## src/rtl/eth_rx.sv

```systemverilog
// 10BASE-T Manchester receiver: oversampled mid-bit recovery, preamble/SFD hunt,
// LSB-first byte delivery and CRC-32 frame status reported on carrier loss.
module eth_rx #(
    parameter int SPB          = 8,
    parameter int PREAMBLE_MIN = 16,
    parameter int MIN_LEN      = 64
) (
    input  logic        clk,
    input  logic        rst_n,
    input  logic        rx,
    output logic [7:0]  rx_data,
    output logic        rx_valid,
    output logic        rx_sof,
    output logic        rx_eof,
    output logic        rx_crc_ok,
    output logic        rx_err,
    output logic [10:0] rx_len,
    output logic        rx_busy
);
    localparam int TIMEOUT = SPB + SPB / 2;
    localparam int MID_MIN = 3 * SPB / 4;
    localparam int CW      = $clog2(TIMEOUT + 1);
    localparam int AW      = $clog2(PREAMBLE_MIN + 1);
    localparam logic [31:0] CRC_POLY    = 32'hEDB88320;
    localparam logic [31:0] CRC_RESIDUE = 32'hDEBB20E3;
    localparam logic [10:0] LEN_MAX     = 11'h7FF;

    typedef enum logic [1:0] {IDLE, PRE, DATA, DROP} state_t;

    state_t        state;
    logic          rx_meta;
    logic          rx_sync;
    logic          rx_prev;
    logic [CW-1:0] cnt;
    logic [AW-1:0] alt_cnt;
    logic          last_bit;
    logic [7:0]    shreg;
    logic [2:0]    bit_cnt;
    logic [31:0]   crc;
    logic [31:0]   crc_snap;
    logic [10:0]   len;
    logic          first_byte;

    logic          line_edge;
    logic          accept;
    logic          bit_in;
    logic          loss;
    logic [31:0]   crc_next;
    logic [7:0]    byte_next;

    // cnt is reloaded with 1 on an accepted edge, so at the next edge it equals the spacing
    assign line_edge = rx_sync ^ rx_prev;
    assign accept    = line_edge && ((state == IDLE) || (cnt >= CW'(MID_MIN)));
    assign bit_in    = rx_sync;
    assign loss      = !accept && (cnt == CW'(TIMEOUT - 1));
    assign crc_next  = {1'b0, crc[31:1]} ^ ((crc[0] ^ bit_in) ? CRC_POLY : 32'h0);
    assign byte_next = {bit_in, shreg[7:1]};

    always_ff @(posedge clk or negedge rst_n) begin
        if (!rst_n) begin
            state      <= IDLE;
            rx_meta    <= 1'b0;
            rx_sync    <= 1'b0;
            rx_prev    <= 1'b0;
            cnt        <= '0;
            alt_cnt    <= '0;
            last_bit   <= 1'b0;
            shreg      <= '0;
            bit_cnt    <= '0;
            crc        <= 32'hFFFFFFFF;
            crc_snap   <= 32'hFFFFFFFF;
            len        <= '0;
            first_byte <= 1'b0;
            rx_data    <= '0;
            rx_valid   <= 1'b0;
            rx_sof     <= 1'b0;
            rx_eof     <= 1'b0;
            rx_crc_ok  <= 1'b0;
            rx_err     <= 1'b0;
            rx_len     <= '0;
            rx_busy    <= 1'b0;
        end else begin
            rx_meta  <= rx;
            rx_sync  <= rx_meta;
            rx_prev  <= rx_sync;
            rx_valid <= 1'b0;
            rx_sof   <= 1'b0;
            rx_eof   <= 1'b0;

            if (accept) begin
                cnt <= CW'(1);
            end else if (cnt != CW'(TIMEOUT)) begin
                cnt <= cnt + 1'b1;
            end

            case (state)
                IDLE: begin
                    if (accept) begin
                        state    <= PRE;
                        rx_busy  <= 1'b1;
                        alt_cnt  <= AW'(1);
                        last_bit <= bit_in;
                    end
                end
                PRE: begin
                    if (accept) begin
                        last_bit <= bit_in;
                        if (bit_in != last_bit) begin
                            if (alt_cnt < AW'(PREAMBLE_MIN)) begin
                                alt_cnt <= alt_cnt + 1'b1;
                            end
                        end else if (bit_in && (alt_cnt >= AW'(PREAMBLE_MIN))) begin
                            state      <= DATA;
                            crc        <= 32'hFFFFFFFF;
                            crc_snap   <= 32'hFFFFFFFF;
                            bit_cnt    <= '0;
                            len        <= '0;
                            first_byte <= 1'b1;
                        end else begin
                            state   <= DROP;
                            rx_busy <= 1'b0;
                        end
                    end else if (loss) begin
                        state   <= IDLE;
                        rx_busy <= 1'b0;
                    end
                end
                DATA: begin
                    if (accept) begin
                        shreg   <= byte_next;
                        crc     <= crc_next;
                        bit_cnt <= bit_cnt + 1'b1;
                        // Byte boundary: the snapshot keeps dribble bits out of the FCS check
                        if (bit_cnt == 3'd7) begin
                            rx_data    <= byte_next;
                            rx_valid   <= 1'b1;
                            rx_sof     <= first_byte;
                            first_byte <= 1'b0;
                            crc_snap   <= crc_next;
                            if (len != LEN_MAX) begin
                                len <= len + 1'b1;
                            end
                            if (first_byte) begin
                                rx_crc_ok <= 1'b0;
                                rx_err    <= 1'b0;
                                rx_len    <= '0;
                            end
                        end
                    end else if (loss) begin
                        state     <= IDLE;
                        rx_busy   <= 1'b0;
                        rx_eof    <= 1'b1;
                        rx_crc_ok <= (crc_snap == CRC_RESIDUE);
                        rx_err    <= (len < 11'(MIN_LEN));
                        rx_len    <= len;
                    end
                end
                DROP: begin
                    if (loss) begin
                        state <= IDLE;
                    end
                end
                default: begin
                    state   <= IDLE;
                    rx_busy <= 1'b0;
                end
            endcase
        end
    end
endmodule

```

## config.mk

```make
export PLATFORM = sky130hd
export DESIGN_NAME = eth_rx
export DESIGN_NICKNAME = d
export VERILOG_FILES = /design/src/rtl/eth_rx.sv
export SDC_FILE = /design/constraint.sdc
export NUM_CORES = 1
export LEC_CHECK = 0
export CORE_MARGIN = 2
export CORE_UTILIZATION = 50
export CTS_CLUSTER_SIZE = 8
export DETAILED_ROUTE_END_ITERATION = 16
export HOLD_SLACK_MARGIN = 0.15
export PLACE_DENSITY = 0.71
export SYNTH_ARGS = -nofsm -noshare
export SYNTH_HDL_FRONTEND = slang
export SYNTH_SLANG_ARGS = --single-unit
```

## constraint.sdc

```tcl
create_clock -name clk -period 2.2 [get_ports clk]
set_clock_uncertainty 0.2 [all_clocks]
set_input_delay 0.22 -clock clk [delete_from_list [all_inputs] [get_ports clk]]
set_output_delay 0.22 -clock clk [all_outputs]
set_load 0.02 [all_outputs]
```

# Word-level counts from Yosys, hierarchy flattened

Cells that the tools add are included.

Input bits: 3
Output and inout bits: 25
Register bits after elaboration: 127

Bitwise gates (word level): 3
Add/subtract/negate cells: 4
Order comparisons: 4
Mux-type cells: 67
Reduce and logical (&&, ||, !) cells: 22
Eq/ne operators: 23

Operator list:

| kind                                                 | number |
|---|---|
| 2-to-1 mux 32 bit                                    | 7 |
| one-hot mux 32 bit (2 select lines)                  | 2 |
| 2-to-1 mux 11 bit                                    | 10 |
| == test 32 bit (second input constant)               | 1 |
| XOR 31 x 32 -> 32 bit                                | 1 |
| 2-to-1 mux 1 bit                                     | 27 |
| != test 2 bit (second input constant)                | 11 |
| one-hot mux 11 bit (2 select lines)                  | 1 |
| 2-to-1 mux 5 bit                                     | 4 |
| AND reduction 5 bit                                  | 3 |
| 2-to-1 mux 3 bit                                     | 4 |
| adder 11 x 1 -> 11 bit (second input constant)       | 1 |
| < comparator 11 x 7 -> 1 bit (second input constant) | 1 |
| != test 11 bit (second input constant)               | 1 |
| 2-to-1 mux 2 bit                                     | 5 |
| one-hot mux 5 bit (2 select lines)                   | 1 |
| 2-to-1 mux 4 bit                                     | 2 |
| one-hot mux 2 bit (4 select lines)                   | 1 |
| nonzero test 2 bit                                   | 4 |
| AND reduction 7 bit                                  | 1 |
| != test 3 bit (second input constant)                | 2 |
| one-hot mux 3 bit (2 select lines)                   | 1 |
| AND reduction 3 bit                                  | 2 |
| AND reduction 6 bit                                  | 1 |
| 24 further kinds                                     | 29 |

# Longest topological paths before layout

Depth in word-level cells: 8
Depth in mapped cells: 10

# Worst setup path after synthesis

OpenSTA, ideal clock, no wires.

Path type: reg2reg
Start point: register state[0]
End point: register rx_len[0]
Library setup time: 0.066 ns
Arrival time: 1.898 ns
Buffers on the path: 1
Setup slack: 0.037 ns
Data required time: 1.934 ns
Period minus slack after synthesis: 2.163 ns
Stages on the path, launching flop included: 10
Path through: dfrtp_1 inv_1 ha_1 nor2_1 a21oi_2 nand3_4 inv_4 a21oi_2 buf_2 a22o_1

Word-level cells in the longest chain between the ends: 7

Ends and longest elaborated chain:

| element                       | RTL line | source |
|---|---|---|
| from (decl)                   | 30       | `state_t state;` |
| from (signal assigned)        | 61       | `state <= IDLE;` |
| from (signal assigned)        | 99       | `state <= PRE;` |
| from (signal assigned)        | 113      | `state <= DATA;` |
| zero test 2 bit               | 53       | `assign accept = line_edge && ((state == IDLE) \|\| (cnt >= CW'(MID_MIN)));` |
| logical OR 1 bit              | 53       |  |
| logical AND 1 bit             | 53       |  |
| zero test 1 bit               | 55       | `assign loss = !accept && (cnt == CW'(TIMEOUT - 1));` |
| logical AND 1 bit             | 55       |  |
| nonzero test 2 bit (no line)  | n/a      |  |
| AND reduction 4 bit (no line) | n/a      |  |
| to (signal assigned)          | 155      | `rx_len <= len;` |
| to (decl)                     | 17       | `output logic [10:0] rx_len,` |

Several ways; a longest one is shown, not always the timed one.
A chain may end at the register's enable or synchronous reset.

# Worst setup path after layout

Start point: register state[1]
End point: register crc[17]

Word-level cells in the longest chain between the ends: 5

Ends and longest elaborated chain:

| element                       | RTL line | source |
|---|---|---|
| zero test 2 bit               | 53       |  |
| logical OR 1 bit              | 53       |  |
| logical AND 1 bit             | 53       |  |
| != test 2 bit (no line)       | n/a      |  |
| AND reduction 5 bit (no line) | n/a      |  |
| to (signal assigned)          | 131      | `crc <= crc_next;` |
| to (decl)                     | 39       | `logic [31:0] crc;` |

Several ways; a longest one is shown, not always the timed one.

==> metrics.txt <==
crit-path max FO=41; Rows=38; status=complete, no violations; Final setup viols=0; gr usage total=21.1%; CP endpoint kind=register; post-synthesis sequential area ratio=57.1%; I/O Buffers=27; Die Y=110 um; Antenna diodes=0; Power Dens Cells=1280 nW/um2; f_max=464 MHz; synthesized cell area=5670 um2; Bufs on Longest Clock Path=2; DP HPWL=7.52 mm; area grow syn2layout=28.5%; worst min path class=primary input to asynchronous set/reset pin; drt drc=0; Avg Vias per Cell=5.54; register area=3230 um2; Startpoint Class=register; Worst EP required=2.35 ns; initial antenna violation count=0; Synth top cells by count=nor2_1, a21oi_1, dfstp_2, dfrtp_1, nand2_1; final hold violation count=0; multi-input logic area=2400 um2; slowest CP cell=dfrtp_1; ys async rst share=100%; Final period util=97.9%; Slew HR=67.9%; Cell Chain, Critical Path=inv_2, ha_4, nand4_1, a221oi_4, buf_4, buf_12, nor2_1, a21oi_1; critical path class=register to register; Yosys reg bits=126; vias in the first global route=4,354; initial core utilization=51.8%; Fillers=795; Synth area leader=dfstp_2; total chip power=0.00929 W; gr ovfl total=0; Yosys warning total=0; DR WL/cell=16.3 um; Final min period=2.15 ns; share of cells above drive strength 1=30.6%; pin count of the biggest net entering global routing=52; first-pass GRT wire length=20.8 mm; total CTS buffers=17; root buf cell=clkbuf_16; Pre-Repair DR Iteration Count=5; most common flop cell mapped by yosys=dfstp_2; Hold WS=0.147 ns; Synth top area share=29.7%; Post-synth EDFFs=0; Num Clock Sinks=126; Yosys cell types=54; RD Place Congestion=0.824; met1 Use GR=26.7%; maxcap violations=0; GR Layer Usage met3=5.16%; clock tree from TritonCTS=done; synthesized instance count=550; most frequent cell after synthesis=nor2_1; syn nets=566; final slew viol count=0; nets=637; Synth area leaders=dfstp_2, dfrtp_1, nor2_1; worst skew pair latency=0.42 ns; busiest layer in global routing=met2; H-tree depth=4; WP data arrival=2.30 ns; Peak VDD IR=653 uV; Leak=3.15 nW; die width=110 um; clock slew at reported path FFs=0.05 ns; Synth Area per Inst=10.3 um2; core area=10,900 um2; DRT Wirelength=12.6 mm; critical path's largest stage delay=0.39 ns; met2 Track Usage GR=34.4%; IO Count=28; drt initial violations=253; Final ANT Viol Nets=0; die area=12,200 um2; Vias=4,287; RSZ-0062 raised after global routing=yes; worst slew pin tran=0.474 ns
-- where the power goes --
part | total, W | switching (W) | internal, W | leakage, nW
Sequential | 0.00384 | 0.000462 | 0.00338 | 1.51
Combinational | 0.00263 | 0.00136 | 0.00126 | 1.35
Clock | 0.00282 | 0.00102 | 0.00180 | 0.294
Total | 0.00929 | 0.00285 | 0.00644 | 3.15
-- placed cells by master, fill, tap and decap left out, types with 3 or more instances in the layout --
master and instances:
a21oi_1 60, nor4_1 3, nor2_2 3, a21oi_2 10, nand3_1 15, inv_1 10, buf_6 5, nor3_1 4
nand2_1 38, inv_4 3, dfrtp_1 61, and3_1 4, clkbuf_16 19, buf_12 7, nand4_1 8, nand4b_1 6
nor2_1 109, mux2_2 9, a31oi_1 6, dfstp_2 64, ha_4 3, buf_4 39, nor2b_1 4, clkdlybuf4s50_1 26
xor2_1 6, clkbuf_1 4, o21ai_0 7, a22o_1 13, ha_1 10, nor4b_1 3, xnor2_1 17
-- cell families after synthesis --
kind of cell,Yosys count,share of synthesized area (%)
mux,10,1.97
fa+ha+maj,13,2.87
flops,126,57.1
buf+inv,42,3.42
compound gates,118,13.0
simple gates,216,17.7
xor+xnor,25,4.00
-- timing repair --
action,4_1_cts,5_1_grt
setup buffers,2,7
hold endpoints to repair,63,0
endpoints found under the setup margin,75,60
gates resized for setup,16,33
pin swaps,3,8
gates cloned,1,1
hold buffers,3,0
-- sequential cells by signal, summed over array words and instances, names as in the netlist, 2 cells and up --
signal,flops
alt_cnt,5
bit_cnt,3
cnt,4
crc,32
crc_snap,32
len,11
rx_data,8
rx_len,11
shreg,7
state,2
-- metrics by stage --
step	area, um2	setup WS [ns]	cells	utilization (%)	setup TNS [ns]
2_1_floorplan	5670	0.0368	550	-	0
3_3_place_gp	6350	-0.0738	728	58.1	-0.677
3_5_place_dp	6350	-0.136	728	58.1	-2.84
4_1_cts	7090	0.00474	766	64.8	0
5_1_grt	7280	-0.0506	774	66.6	-0.417
6_report	7280	0.0469	774	66.6	0
-- area by class of cell --
class                      count  area share (%)
sequential                   126            44.4
multi-input combinational    382            32.9
timing repair buffer          81            11.3
clock buffer                  24            6.77
tap                          140            2.41
clock inverter                 8            1.41
inverter                      13           0.739
-- metal layers --
| metal | share of wire [%] | up-vias |
|---|---|---|
| met5 | 0 | - |
| met4 | 2.4 | 0 |
| met3 | 4.1 | 27 |
| met2 | 50 | 103 |
| met1 | 43 | 2121 |
| li1 | - | 2036 |
-- worst max-delay path, delay by kind of cell, from the launching register on --
kind	cells	cell delay, ns
buffers and inverters	3	0.52
and+or+nand+nor	2	0.27
DFF	1	0.39
adders and majority gates	1	0.18
AOI/OAI and AO/OA	2	0.49
-- final timing paths --
| kind | startpoint | endpoint | slack, ns | cells after the start |
|---|---|---|---|---|
| worst max-delay path | state[1] | crc[17] | 0.05 | 8 |
| worst min-delay path | rst_n | rx_busy | 0.15 | 3 |
| worst max register to register | state[1] | crc[17] | 0.05 | 8 |
| worst min register to register | rx_meta | bit_in | 0.16 | 0 |
| max in group asynchronous | rst_n | crc[18] | 1.32 | 3 |
| min in group clk | rx_meta | bit_in | 0.16 | 0 |
No activity file was read; power rests on OpenSTA's default activity.
